**src/rtl/ex_operand_stage.sv**
```systemverilog
// rtl/ex_operand_stage.sv - EX operand stage: forwarding, ALU control decode and single-entry skid register
module ex_operand_stage #(
    parameter int REG_WIDTH = 64
) (
    input  logic                 clk,
    input  logic                 reset,
    input  logic                 id_valid,
    output logic                 id_ready,
    input  logic [REG_WIDTH-1:0] rs1_data,
    input  logic [REG_WIDTH-1:0] rs2_data,
    input  logic [REG_WIDTH-1:0] imm,
    input  logic [4:0]           rs1,
    input  logic [4:0]           rs2,
    input  logic [4:0]           rd,
    input  logic [1:0]           alu_op,
    input  logic [2:0]           funct3,
    input  logic                 funct7_30,
    input  logic                 alu_src,
    input  logic                 reg_write,
    input  logic                 exmem_reg_write,
    input  logic [4:0]           exmem_rd,
    input  logic [REG_WIDTH-1:0] exmem_result,
    input  logic                 memwb_reg_write,
    input  logic [4:0]           memwb_rd,
    input  logic [REG_WIDTH-1:0] memwb_result,
    input  logic                 flush,
    input  logic                 ex_ready,
    output logic                 ex_valid,
    output logic [REG_WIDTH-1:0] in1,
    output logic [REG_WIDTH-1:0] in2,
    output logic [3:0]           alu_control,
    output logic [REG_WIDTH-1:0] store_data,
    output logic [4:0]           ex_rd,
    output logic                 ex_reg_write
);

    logic                 valid_q, valid_d;
    logic                 reg_write_q, reg_write_d;
    logic [REG_WIDTH-1:0] in1_q, in1_d;
    logic [REG_WIDTH-1:0] in2_q, in2_d;
    logic [REG_WIDTH-1:0] store_q, store_d;
    logic [3:0]           ctl_q, ctl_d;
    logic [4:0]           rd_q, rd_d;

    logic                 accept;
    logic [REG_WIDTH-1:0] fwd_rs1, fwd_rs2;
    logic [3:0]           ctl_dec;

    assign id_ready = ~valid_q | ex_ready;
    assign accept   = id_valid & id_ready;

    // EX/MEM is the younger producer, so it wins over MEM/WB; x0 is never forwarded
    always_comb begin
        fwd_rs1 = rs1_data;
        if (rs1 != 5'd0 && exmem_reg_write && exmem_rd == rs1) begin
            fwd_rs1 = exmem_result;
        end else if (rs1 != 5'd0 && memwb_reg_write && memwb_rd == rs1) begin
            fwd_rs1 = memwb_result;
        end
        fwd_rs2 = rs2_data;
        if (rs2 != 5'd0 && exmem_reg_write && exmem_rd == rs2) begin
            fwd_rs2 = exmem_result;
        end else if (rs2 != 5'd0 && memwb_reg_write && memwb_rd == rs2) begin
            fwd_rs2 = memwb_result;
        end
    end

    always_comb begin
        ctl_dec = 4'b1111;
        case (alu_op)
            2'b00: ctl_dec = 4'b0010;
            2'b01: ctl_dec = 4'b0110;
            2'b10: begin
                case (funct3)
                    3'b000:  ctl_dec = funct7_30 ? 4'b0110 : 4'b0010;
                    3'b111:  ctl_dec = 4'b0000;
                    3'b110:  ctl_dec = 4'b0001;
                    default: ctl_dec = 4'b1111;
                endcase
            end
            default: ctl_dec = 4'b1111;
        endcase
    end

    // Flush beats accept: a dropped instruction leaves the data fields untouched
    always_comb begin
        valid_d     = valid_q;
        reg_write_d = reg_write_q;
        in1_d       = in1_q;
        in2_d       = in2_q;
        store_d     = store_q;
        ctl_d       = ctl_q;
        rd_d        = rd_q;
        if (flush) begin
            valid_d     = 1'b0;
            reg_write_d = 1'b0;
        end else if (accept) begin
            valid_d     = 1'b1;
            reg_write_d = reg_write;
            in1_d       = fwd_rs1;
            in2_d       = alu_src ? imm : fwd_rs2;
            store_d     = fwd_rs2;
            ctl_d       = ctl_dec;
            rd_d        = rd;
        end else if (ex_ready) begin
            valid_d = 1'b0;
        end
    end

    always_ff @(posedge clk) begin
        if (reset) begin
            valid_q     <= 1'b0;
            reg_write_q <= 1'b0;
            in1_q       <= '0;
            in2_q       <= '0;
            store_q     <= '0;
            ctl_q       <= 4'b0000;
            rd_q        <= 5'd0;
        end else begin
            valid_q     <= valid_d;
            reg_write_q <= reg_write_d;
            in1_q       <= in1_d;
            in2_q       <= in2_d;
            store_q     <= store_d;
            ctl_q       <= ctl_d;
            rd_q        <= rd_d;
        end
    end

    assign ex_valid     = valid_q;
    assign ex_reg_write = reg_write_q;
    assign in1          = in1_q;
    assign in2          = in2_q;
    assign store_data   = store_q;
    assign alu_control  = ctl_q;
    assign ex_rd        = rd_q;

endmodule

```
**config.mk**
```make
export PLATFORM = sky130hd
export DESIGN_NAME = ex_operand_stage
export DESIGN_NICKNAME = d
export VERILOG_FILES = /design/src/rtl/ex_operand_stage.sv
export SDC_FILE = /design/constraint.sdc
export NUM_CORES = 1
export LEC_CHECK = 0
export CAP_MARGIN = 20
export CORE_AREA = 5 5 217 219
export CTS_CLUSTER_SIZE = 14
export DETAILED_ROUTE_END_ITERATION = 10
export DIE_AREA = 0 0 222 224
export PLACE_DENSITY_LB_ADDON = 0.2
export SYNTH_ARGS = -nofsm -noshare
export SYNTH_HDL_FRONTEND = slang
export SYNTH_SLANG_ARGS = --single-unit
```
**constraint.sdc**
```tcl
create_clock -name clk -period 2.1 [get_ports clk]
set_clock_uncertainty 0.1 [all_clocks]
set_input_delay 0.315 -clock clk [delete_from_list [all_inputs] [get_ports clk]]
set_output_delay 0.315 -clock clk [all_outputs]
set_load 0.02 [all_outputs]
```
# Yosys cells after proc, flatten, opt, wreduce, memory -nomap -nowiden
# Index checks and enable logic that the tools add are counted.
op_classes:
  eq_ne: 8
  muxes: 10
  bitwise_logic: 4
  reduce_logical: 15
op_table:
  columns: ["operator", "n"]
  rows:
  - ["64-bit two-way mux", 5]
  - ["4-bit one-hot mux with 3 select lines", 2]
  - ["5-bit equality test", 4]
  - ["5-bit nonzero test", 2]
  - ["1-bit logical AND", 8]
  - ["3-bit equality test (second input constant)", 2]
  - ["3-bit zero test", 1]
  - ["3-bit two-way mux", 1]
  - ["2-bit by 1-bit equality test with 1-bit output (second input constant)", 1]
  - ["2-bit equality test (second input constant)", 1]
  - ["2-bit zero test", 1]
  - ["1-bit two-way mux", 2]
  - ["1-bit inverter", 2]
  - ["2-bit AND reduction", 1]
  - ["2-bit nonzero test", 1]
  - ["2-bit OR reduction", 1]
  - ["1-bit bitwise AND", 1]
  - ["1-bit OR", 1]
totals:
  reg_bits: 203
  in_bits: 360
  output_inout_bits: 204
  word_cells: 44

# Depth between registers and ports, before layout
# Gate-level depths: netlist of the first run.
depth:
  depth_word: 6
  mapped_depth: 8
  depth_no_buf: 5

# Least setup slack after synthesis of the first run
# Ideal clock, no wire load.
synth_path:
  path_kind: "reg2reg"
  from: "register valid_q (netlist: ex_valid)"
  to: "register store_q[63] (netlist: store_data[63])"
  setup_time_ps: 70
  arrival_time_ps: 1751
  t_required_ps: 1930
  setup_slack_ps: 178
  path_stages_with_launch: 8
  path_buffers: 2
  synth_period_minus_slack_ps: 1922
  cell_sequence: "dfxtp_1 nand2b_1 nand2_1 nor2_2 buf_2 clkbuf_1 o311ai_1 a21oi_1"
synth_via:
  elab_chain_cells: 4
synth_rtl:
  columns: ["item", "line_no", "text"]
  rows:
  - ["start, declared", "37", "logic valid_q, valid_d;"]
  - ["start signal, assigned", "120", "valid_q <= valid_d;"]
  - ["1-bit inverter", "49", "assign id_ready = ~valid_q | ex_ready;"]
  - ["1-bit OR", "49", null]
  - ["net id_ready", "8", "output logic id_ready,"]
  - ["1-bit bitwise AND", "50", "assign accept = id_valid & id_ready;"]
  - ["2-bit AND reduction (no line)", null, null]
  - ["end signal, assigned", "124", "store_q <= store_d;"]
  - ["end, declared", "41", "logic [REG_WIDTH-1:0] store_q, store_d;"]
# The timed path passes the listed nets, and every way through them passes these cells.
# A chain may end at the register's enable or synchronous reset.

# Final worst setup path of the first run
layout_path:
  from: "input memwb_rd[0]"
  to: "register in2_q[33] (netlist: in2[33])"
layout_via:
  elab_chain_cells: 5
layout_rtl:
  columns: ["item", "line_no", "text"]
  rows:
  - ["start, declared", "24", "input logic [4:0] memwb_rd,"]
  - ["5-bit equality test", "63", "end else if (rs2 != 5'd0 && memwb_reg_write && memwb_rd == rs2) begin"]
  - ["1-bit logical AND", "63", null]
  - ["64-bit two-way mux", "63", null]
  - ["64-bit two-way mux", "61", "if (rs2 != 5'd0 && exmem_reg_write && exmem_rd == rs2) begin"]
  - ["64-bit two-way mux", "101", "in2_d = alu_src ? imm : fwd_rs2;"]
  - ["end signal, assigned", "123", "in2_q <= in2_d;"]
  - ["end, declared", "40", "logic [REG_WIDTH-1:0] in2_q, in2_d;"]
# No other way between the ends.

==> impl_results.md, run 1 <==
* Cell Rows at slightly below 80
* WP data required at 2.41 ns
* Placer Congestion at roughly 0.9
* Met2 WL at 31.8 mm
* Worst-margin pin slew at roughly 0.99 ns
* CP cell instances: dlygate4sd2_1 -> buf_4 -> xor2_2 -> nor4_4 -> buf_6 -> bufbuf_16 -> a21boi_0 -> o311ai_1 -> a211oi_1
* Minimum clock period at 2.08 ns
* Final wirelength at 68.2 mm
* Clk buf depth at 3
* Post-DP Area at 18500 µm²
* Final WS setup at ~0.021 ns
* Synth top area cells: dfxtp_1 35%, nand3b_1 8.3%, a21oi_1 5.9%, o311ai_0 5.3%, a221oi_1 4.8%
* Leak pwr at 0.00709 µW
* Top-area cell type share of the netlist area at a little over a third
* Max Cap Violations at 0
* Clk sinks at between 200 and 250
* Setup TNS at 0 ns
* Flip-flop and latch count after synthesis at 203
* TritonCTS Buffers at 26
* Drt via density at 5.63
* Max Freq at 481 MHz
* DR DRC count at 0
* Detail Route Antenna Nets at 0
* Iteration-0 DRC count of the detailed router at 1415
* Hold path depth at 3
* Vias in the first global route at 14800
* Post-synth EDFFs at 0
* Critical Path Fanout Max at 13
* Slew Limit Fails at 0
* Vias at around 15000
* Critical path capture point type: flop
* Average cell area after synthesis at 7.84 µm²
* Slew HR at 33.7%
* Mapped Area at 11600 µm²
* Total GRT Usage at 25.3%
* Share of layout cells above drive strength 1 at 10.0%
* Final HPWL DP at 46.2 mm
* Critical R2R Launch: ex_valid$_SDFFE_PP0P_
* Largest net degree at the start of global routing at between 80 and 90
* Predominant post-synthesis flop cell: dfxtp_1
* First-pass GRT wire length at 98.5 mm
* Distinct cells, synth at 41
* Post-route design area at 19900 µm²
* Die Y at approximately 220 µm
* Worst reg2reg path endpoint: in1[29]$_SDFFE_PP0P_
* Worst vdd ir at between 0.5 and 0.6 mV
* Input/output buffers at 563
* Post-place setup slack at -0.970 ns
* Clk_lat worst skew at roughly 0.54 ns
* Power Total at 11800 µW
* Gate count of the mapped netlist at 1481
* Sequential area share after synthesis at 35.0%
* Flop-to-flop setup slack at between 0.3 and 0.4 ns
* Crit-path max cell delay at roughly 0.35 ns
* Post-route clock period utilization at 99.0%
* CTS tree: done
* Global route overflow at 0
* Met3 wire len at 6.27 mm
* Starting Density at about a quarter
* I/O pins at ~560
* Fill cells at 4462
* PwrDens at 593 nW/µm²
* Synth top cells by count: 203 x dfxtp_1, 142 x nand2_1, 136 x a21oi_1, 134 x nor2_1, 129 x nand3b_1
* P&R area growth vs syn at 71.3%
* Final hold vios at 0
* Clk root buf: clkbuf_16
* R2R depth at 7
* Critical path class: input pin to flop
* Run status: finished, final reports clean
* Wl on met1 at 27.8 mm
* Hold Path Origin: rd[1]
* Die Wd at ~220 µm
* Ys Warns at 0
* Setup crit start kind: input pin
* Top Metal Used: met5
* Total Die Area at 49700 µm²
* Worst Path Arrival at 2.39 ns
* Core Region at 44900 µm²
* Most frequent cell after synthesis: dfxtp_1
* Finish-stage setup viols at 0
* Worst min-delay path class: input pin to flop
* H-tree depth at 1
* Yosys top cell by area: dfxtp_1
* First-pass DRT Iterations at 5
* Initial antenna violation count at 8
* Syn nets at 1841
* DR WL/cell at 25.7 µm
* Clock Pin Slew Worst Setup and Hold Paths at 0.06 ns
* Ys async rst share at 0%
* Nets@finish at around 2400
* CP max stage cell: nor4_4
* Min-Delay Endpoint: ex_rd[1]$_SDFFE_PP0P_
## cell usage in the layout, fill, tap and decap left out, types with 10 or more instances in the layout
cell,count
o311ai_0,28
buf_12,36
a21oi_1,136
a221oi_1,58
buf_4,81
dfxtp_1,203
clkbuf_16,30
nand2_1,142
o311ai_1,93
nand3b_1,129
a21boi_0,58
dlygate4sd2_1,10
and3_1,64
a211oi_1,66
clkdlybuf4s50_1,545
o21ai_1,61
o21ai_0,67
nor2_1,132
## worst max-delay path, delay by kind of cell
| kind | cells | cell delay [ns] |
|---|---|---|
| AND/OR/NAND/NOR | 1 | 0.35 |
| AO/OA/AOI/OAI | 3 | 0.60 |
| buffers and inverters | 4 | 0.94 |
| XOR/XNOR | 1 | 0.18 |
## registers in the layout (all words and copies together) (netlist names)
signal / count
in2: 64
alu_control: 4
store_data: 64
ex_valid: 1
in1: 64
ex_reg_write: 1
ex_rd: 5
## how the worst max path moves through the flow
stage                           from                          end  depth (start not counted)
2_1_floorplan  ex_valid$_SDFFE_PP0P_  store_data[63]$_SDFFE_PP0P_                          7
3_3_place_gp                  rs2[4]          in2[5]$_SDFFE_PP0P_                          8
3_5_place_dp                  rs2[4]          in2[5]$_SDFFE_PP0P_                          8
4_1_cts                  exmem_rd[2]          in2[0]$_SDFFE_PP0P_                          8
5_1_grt                       rs2[4]         in2[31]$_SDFFE_PP0P_                         10
6_report                 memwb_rd[0]         in2[33]$_SDFFE_PP0P_                          9
## power breakdown
group	total (µW)	switching (µW)	internal, µW
sequential	4210	134	4080
combinational	3230	1630	1610
clock	4350	1850	2500
## cells by family after synthesis
kind of cell              after synthesis  share of synthesized area (%)
xor gates and xnor gates               20                           1.51
and+or+nand+nor                       489                           21.9
AOI/OAI and AO/OA                     590                           34.6
DFF                                   203                           35.0
muxes                                   1                         0.0862
buffers and inverters                 178                           6.87
## layout make-up
| class | instances | area (µm²) | area share, % |
|---|---|---|---|
| sequential | 203 | 4060 | 20.4 |
| timing repair buffer | 695 | 7290 | 36.6 |
| inverter | 5 | 18.8 | 0.0943 |
| multi-input combinational | 1101 | 6970 | 35.0 |
| clock buffer | 38 | 767 | 3.85 |
| tap | 600 | 751 | 3.77 |
| clock inverter | 6 | 35.0 | 0.176 |
| antenna | 2 | 5.00 | 0.0252 |
## per-stage QoR
stage | hold slack [ns] | cells | utilization [%]
after detailed placement | 0.345 | 2580 | 41.3
after global placement | 0.341 | 2580 | 41.3
after floorplan | 0.288 | 1481 | -
after CTS | 0.187 | 2640 | 43.9
after global routing | 0.210 | 2649 | 44.3
final | 0.215 | 2650 | 44.3
## metal layers
| layer | up-vias | GRT usage, % |
|---|---|---|
| met5 | - | 0 |
| met4 | 6 | 7.91 |
| met3 | 135 | 6.07 |
| met2 | 883 | 41.5 |
| met1 | 7194 | 33.0 |
| li1 | 6692 | - |
## repair_timing
action | in CTS | in global routing
gates resized for setup | 55 | 38
hold buffers | 1 | 0
endpoints found under the setup margin | 171 | 138
endpoints found under the hold margin | 1 | 0
gates cloned | 9 | 3
pin swaps | 19 | 28
buffers inserted | 7 | 6
Note: power is estimated with default switching activity, not from simulation.
==> run 2: changes to the inputs <==
CORE_AREA = 5 5 216 218   (was 5 5 217 219)
DIE_AREA = 0 0 221 223   (was 0 0 222 224)
clock period = 2.5 ns   (was 2.1 ns; I/O delays follow)
==> run 2 against run 1 <==
Against the previous run:
- sequential power down 16%
- wire length down 5.5%
- critical path depth decreased by 2
- flip-flop and latch count unchanged
- clock-buffer cell count increased by 5
- setup slack better by 0.014 ns
- via count shrank 2.2%
- cell area is 2.3% lower
- first-iteration DRC count shrank 7.9%
- largest power group unchanged
==> impl_results.md, run 2 (synthesis gave the netlist of run 1 again) <==
* Run status: finished, final reports clean
* Clk_lat worst skew at 0.54 ns (about the same)
* Critical path capture point type: flop
* Internal at 6980 µW (-15%)
* DR WL/cell at 24.5 µm (-4.7%)
* Hold_buf cts at 0 (-1)
* Multi-input gate area at 6860 µm² (-1.5%)
* Switching share of power at 30.1% (-0.53 points)
* Post-CTS setup buffers at 0 (-7)
* Minimum clock period at roughly 2.5 ns
* CP max stage cell: or4_2
* Final wirelength at 64.4 mm (-5.5%)
* I/O pins at 564 (unchanged)
* DR DRC count at 0 (unchanged)
* Critical Path Fanout Max at 18 (+5)
* Iteration-0 DRC count of the detailed router at 1303 (-7.9%)
* Detail Route Antenna Nets at 0 (unchanged)
* Global route overflow at 0 (unchanged)
* Placer Congestion at 0.921 (-0.25%)
* Area occupied by registers at 4060 µm² (unchanged)
* P&R area growth vs syn at 67.4%
* Final hold vios at 0 (unchanged)
* Nets@finish at 2360 (-1.3%)
* Slew HR at 36.8% (+3.1 points)
* Flop-to-flop setup slack at 0.66 ns (+0.32 ns)
* Cell Rows at 78 (unchanged)
* Max Cap Violations at 0 (unchanged)
* Most frequent cells in the layout: 560 x clkdlybuf4s50_1, 203 x dfxtp_1, 142 x nand2_1, 136 x a21oi_1, 132 x nor2_1
* Hold path depth at 2 (-1)
* Setup crit start kind: input pin
* Clk sinks at 203 (unchanged)
* Max Freq at 406 MHz
* Total Die Area at 49300 µm² (-0.89%)
* Largest net degree at the start of global routing at 68 (-22%)
* R2R depth at 7 (unchanged)
* Finish-stage setup viols at 0 (unchanged)
* First-pass DRT Iterations at 6 (+1)
* Sw Pwr at 3000 µW (-17%)
* Slew Limit Fails at 0 (unchanged)
* CTS tree: done
* CP cell instances: clkdlybuf4s50_1 -> buf_4 -> xor2_4 -> or4_2 -> buf_12 -> a221oi_1 -> o21ai_1
* Vias at 14600 (-2.2%)
* Share of layout cells above drive strength 1 at 7.88% (-2.1 points)
* Worst min-delay path class: input pin to flop
* First-pass GRT wire length at 95.3 mm (-3.3%)
* Clock group share of total power at 38.5% (+1.6 points)
* WP data required at 2.82 ns (+0.41 ns)
* Clk buf depth at 3 (unchanged)
* Post-route clock period utilization at a little over nine tenths
* Hold slack at 0.202 ns (-0.0130 ns)
* Total GRT Usage at 24.4% (-0.86 points)
* Worst Path Arrival at 2.79 ns (+0.40 ns)
* Setup TNS at 0 ns (unchanged)
* Vias in the first global route at 14700 (-1.0%)
* Critical path class: input pin to flop
* Die Wd at 221 µm (-0.45%)
* Crit-path max cell delay at 0.73 ns (+0.38 ns)
* Drt via density at 5.55 (-1.4%)
* Worst vdd ir at 0.415 mV (-18%)
* Combinational share of power at 26.1% (-1.3 points)
* Register share of total power at 35.4% (-0.3 points)
* TritonCTS Buffers at 27 (+3.8%)
* Core Region at 44700 µm² (-0.43%)
* Clock Pin Slew Worst Setup and Hold Paths at 0.06 ns (about the same)
* Starting Density at 26.0% (+0.11 points)
* Die Y at 223 µm (-0.45%)
* H-tree depth at 1 (unchanged)
* Input/output buffers at 563 (unchanged)
* Most common cell after layout, fill and taps aside: clkdlybuf4s50_1
* Initial antenna violation count at 15 (+7)
* PwrDens at 513 nW/µm² (-13%)
* Fill cells at 4496 (+0.76%)
* RSZ-0062 raised after global routing: yes
* Leak pwr at 0.00680 µW (-4.0%)
* Final HPWL DP at 47.0 mm (+1.7%)
* Worst-margin pin slew at 0.948 ns (-0.0458 ns)
* Clk root buf: clkbuf_16
## run 2: stage by stage
step                      worst slack [ns]  std cells  util, %  cell area [µm²]  power [µW]
after global routing              -0.00389       2627     43.5            19400       10300
after floorplan                      0.558       1481        -            11600        4630
final                               0.0348       2629     43.5            19400        9970
after detailed placement            -0.630       2571     41.5            18500        6180
after CTS                           0.0809       2618     43.4            19400       10000
after global placement              -0.564       2570     41.4            18500        6170
## run 2: final timing paths
kind	end	start
worst max-delay path	in1[52]$_SDFFE_PP0P_	rs1[1]
worst min-delay path	store_data[38]$_SDFFE_PP0P_	reset
worst max register to register	in2[37]$_SDFFE_PP0P_	ex_valid$_SDFFE_PP0P_
worst min register to register	store_data[44]$_SDFFE_PP0P_	store_data[44]$_SDFFE_PP0P_
## run 2: final cells by class
cell class | instances | area share [%]
repair buffers | 663 | 35.4
multi-input cells | 1100 | 35.3
flip-flops and latches | 203 | 20.9
clock buffers | 43 | 4.09
well taps | 600 | 3.86
clock inverters | 4 | 0.245
diodes | 11 | 0.142
inverters | 5 | 0.0965
## run 2: worst max-delay path: cells and delay by family
kind                      cells  cell delay [ns]
and+or+nand+nor               1             0.73
buffers and inverters         3             0.88
AOI/OAI and AO/OA             2             0.61
xor gates and xnor gates      1             0.17
## run 2: timing repair
action / CTS / global route
setup endpoints to repair: 5 / 9
hold endpoints to repair: 0 / 0
pin swaps: 0 / 0
resized for setup: 1 / 6
## run 2: power by group through the flow
stage,logic (µW),clock network [µW],registers [µW]
floorplan,819,0,3820
global placement,2570,0,3590
detailed placement,2580,0,3600
CTS,2600,3920,3530
global route,2760,4020,3550
finish,2600,3840,3530
## run 2: per-layer routing
| layer | global-route usage, % | vias to the layer above | share of wire, % |
|---|---|---|---|
| met5 | 0 | - | 0.084 |
| met4 | 9.16 | 8 | 4.1 |
| met3 | 6.89 | 148 | 8.8 |
| met2 | 41.2 | 785 | 48 |
| met1 | 29.7 | 7019 | 40 |
| li1 | - | 6627 | - |
==> run 3: changes to the inputs <==
ABC_AREA = 1   (was default)
CORE_AREA = 5 5 217 219   (was 5 5 216 218)
DIE_AREA = 0 0 222 224   (was 0 0 221 223)
==> run 3 against run 2 <==
Against the previous run:
- setup slack better by 0.35 ns
- critical path depth is 3 lower
- clock power rose by 3%
==> impl_results.md, run 3 <==
* Share of layout cells above drive strength 1 at 10.7% (+2.8 points)
* Die Y at 224 µm (+0.45%)
* Die Wd at 222 µm (+0.45%)
* Vias at 15300 (+4.9%)
* Crit-path max cell delay at 0.61 ns (-0.12 ns)
* Sequential area share after synthesis at 30.9% (-4.1 points)
* Global route overflow at 0 (unchanged)
* Min-Delay Endpoint: ex_reg_write$_SDFFE_PP0P_
* Final wirelength at 62.5 mm (-2.9%)
* Finish-stage setup viols at 0 (unchanged)
* Hold path depth at 3 (+1)
* Largest net degree at the start of global routing at 71 (+4.4%)
* Clk buf depth at 3 (unchanged)
* Worst-margin pin slew at 0.524 ns (-0.424 ns)
* Cell Rows at 78 (unchanged)
* I/O pins at 564 (unchanged)
* CP max stage cell: clkdlybuf4s50_1
* # resized after CTS at 0 (-1)
* Most common cell after layout, fill and taps aside: clkdlybuf4s50_1
* RSZ-0062 raised after global routing: no
* Worst Path Arrival at 1.64 ns (-1.15 ns)
* Total Die Area at 49700 µm² (+0.90%)
* Post-CTS setup buffers at 0 (unchanged)
* Hold Path Origin: reg_write
* Ys async rst share at 0% (unchanged)
* PwrDens at 505 nW/µm² (-1.5%)
* Distinct cells, synth at 34 (-17%)
* Drt via density at 4.94 (-11%)
* Most frequent cell after synthesis: nand2_1
* Critical Path Fanout Max at 2 (-16)
* Worst vdd ir at 0.411 mV (-0.97%)
* Vias in the first global route at 15600 (+6.6%)
* Critical path class: input pin to primary output
* Ys Warns at 0 (unchanged)
* Total GRT Usage at 23.8% (-0.61 points)
* Final HPWL DP at 45.7 mm (-2.8%)
* Critical path capture point type: primary output
* Post-place setup slack at 0.0446 ns (+0.674 ns)
* Slew Limit Fails at 0 (unchanged)
* Syn nets at 2323 (+26%)
* DR WL/cell at 20.2 µm (-18%)
* Clock Pin Slew Worst Setup and Hold Paths at 0.06 ns (about the same)
* Clk sinks at 203 (unchanged)
* Final WS setup at 0.383 ns (+0.348 ns)
* Core Region at 44900 µm² (+0.44%)
* Synth top cells by count: 499 x nand2_1, 275 x inv_1, 203 x dfxtp_1, 201 x a21oi_1, 198 x nand3_1
* First-pass DRT Iterations at 5 (-1)
* Run status: finished, final reports clean
* H-tree depth at 1 (unchanged)
* Placer Congestion at 0.889 (-3.5%)
* Worst reg2reg path endpoint: in1[0]$_SDFFE_PP0P_
* Predominant post-synthesis flop cell: dfxtp_1
* WP data required at 2.03 ns (-0.79 ns)
* Critical R2R Launch: ex_valid$_SDFFE_PP0P_
* Final hold vios at 0 (unchanged)
* Most frequent cells in the layout: 562 x clkdlybuf4s50_1, 497 x nand2_1, 275 x inv_1, 203 x dfxtp_1, 201 x a21oi_1
* Worst min-delay path class: input pin to flop
* Clk_lat worst skew at 0.54 ns (about the same)
* CTS tree: done
* Minimum clock period at 2.12 ns (-0.348 ns)
* Starting Density at 29.3% (+3.3 points)
* Synth top area cells: dfxtp_1 31%, nand2_1 14%, nand3_2 10%, inv_1 7.8%, a21oi_1 7.6%
* Detail Route Antenna Nets at 0 (unchanged)
* Setup crit start kind: input pin
* Leak pwr at 0.00953 µW (+40%)
* Slew HR at 65.1% (+28 points)
* Post-route clock period utilization at 84.7% (-14 points)
* Top-area cell type share of the netlist area at 30.9% (-4.1 points)
* Flip-flop and latch count after synthesis at 203 (unchanged)
* CP most frequent cell: clkdlybuf4s50_1
* Yosys top cell by area: dfxtp_1
* Clk root buf: clkbuf_16
* Input/output buffers at 563 (unchanged)
* Mapped Area at 13200 µm² (+13%)
* Average cell area after synthesis at 6.70 µm² (-15%)
* Post-synth EDFFs at 0 (unchanged)
* Max Freq at 472 MHz (+16%)
* R2R depth at 6 (-1)
* TritonCTS Buffers at 27 (unchanged)
* P&R area growth vs syn at 55.5%
* Setup TNS at 0 ns (unchanged)
* Gate count of the mapped netlist at 1963 (+33%)
* First-pass GRT wire length at 94.1 mm (-1.3%)
* Flop-to-flop setup slack at 0.80 ns (+0.14 ns)
* Iteration-0 DRC count of the detailed router at 1016 (-22%)
* Hold_buf cts at 0 (unchanged)
* CP cell instances: clkdlybuf4s50_1 -> inv_1 -> nand2_1 -> clkdlybuf4s50_1
* DR DRC count at 0 (unchanged)
* Nets@finish at 2831 (+20%)
* Initial antenna violation count at 10 (-5)
* Max Cap Violations at 0 (unchanged)
## run 3: cell count changes in the layout (fill, tap and decap cells not counted), moves of 64 or more
cell,before,now
nand2_1,142,497
inv_1,4,275
nand3_1,2,198
nand3_2,0,130
nor2_1,132,5
o311ai_0,69,0
o21ai_0,67,133
a211oi_1,66,1
a21oi_1,136,201
nand3b_1,129,64
and3_1,64,0
o21a_1,0,64
## run 3: cells by family (layout without fill, tap and decap cells)
kind of cell              count (synthesis)  after routing  synth area share [%]
and+or+nand+nor                         910            910                  36.2
other                                     0              4                     0
buffers and inverters                   439            966                  15.8
AOI/OAI and AO/OA                       409            409                  17.0
DFF                                     203            203                  30.9
xor gates and xnor gates                  2              2                 0.133
## run 3: critical path, delay by kind of cell
| family | cells | cell delay (ns) |
|---|---|---|
| simple gates | 1 | 0.08 |
| buf+inv | 3 | 1.19 |
## run 3: how the worst max path moves through the flow
stage / startpoint / to / slack (ns)
final: ex_ready / id_ready / 0.38
after global routing: ex_ready / id_ready / 0.34
after CTS: ex_ready / id_ready / 0.36
after detailed placement: rs2[3] / store_data[45]$_SDFFE_PP0P_ / 0.04
after global placement: memwb_rd[2] / in1[15]$_SDFFE_PP0P_ / 0.03
after floorplan: ex_valid$_SDFFE_PP0P_ / store_data[41]$_SDFFE_PP0P_ / 0.89
## run 3: final cells by class
class                      count  area, µm²
antenna                        4       10.0
clock buffer                  40        774
clock inverter                 8       96.3
fill                        4591      24400
inverter                     288       1090
multi-input combinational   1321       7080
sequential                   203       4060
tap                          600        751
timing repair buffer         630       6580
## run 3: stage by stage
step / utilization (%) / hold WS [ns] / instances / cell area [µm²] / total power [µW]
2_1_floorplan: - / 0.398 / 1963 / 13200 / 4930
3_3_place_gp: 43.6 / 0.355 / 3042 / 19600 / 6450
3_5_place_dp: 43.6 / 0.359 / 3042 / 19600 / 6460
4_1_cts: 45.5 / 0.272 / 3090 / 20400 / 10400
5_1_grt: 45.5 / 0.282 / 3093 / 20400 / 10800
6_report: 45.5 / 0.296 / 3094 / 20400 / 10300
## run 3: layer usage
metal | share of wire, % | track usage [%] | vias to the layer above | routed length [µm]
met5 | 0.078 | 0 | - | 49
met4 | 3.4 | 7.91 | 8 | 2140
met3 | 8.0 | 6.11 | 122 | 4980
met2 | 49 | 42.3 | 644 | 30700
met1 | 39 | 28.0 | 7161 | 24700
li1 | - | - | 7364 | -
## run 3: power breakdown
part	total (µW)	switching, µW	internal [µW]
combinational	2810	1470	1340
clock	3940	1600	2330
sequential	3590	125	3460
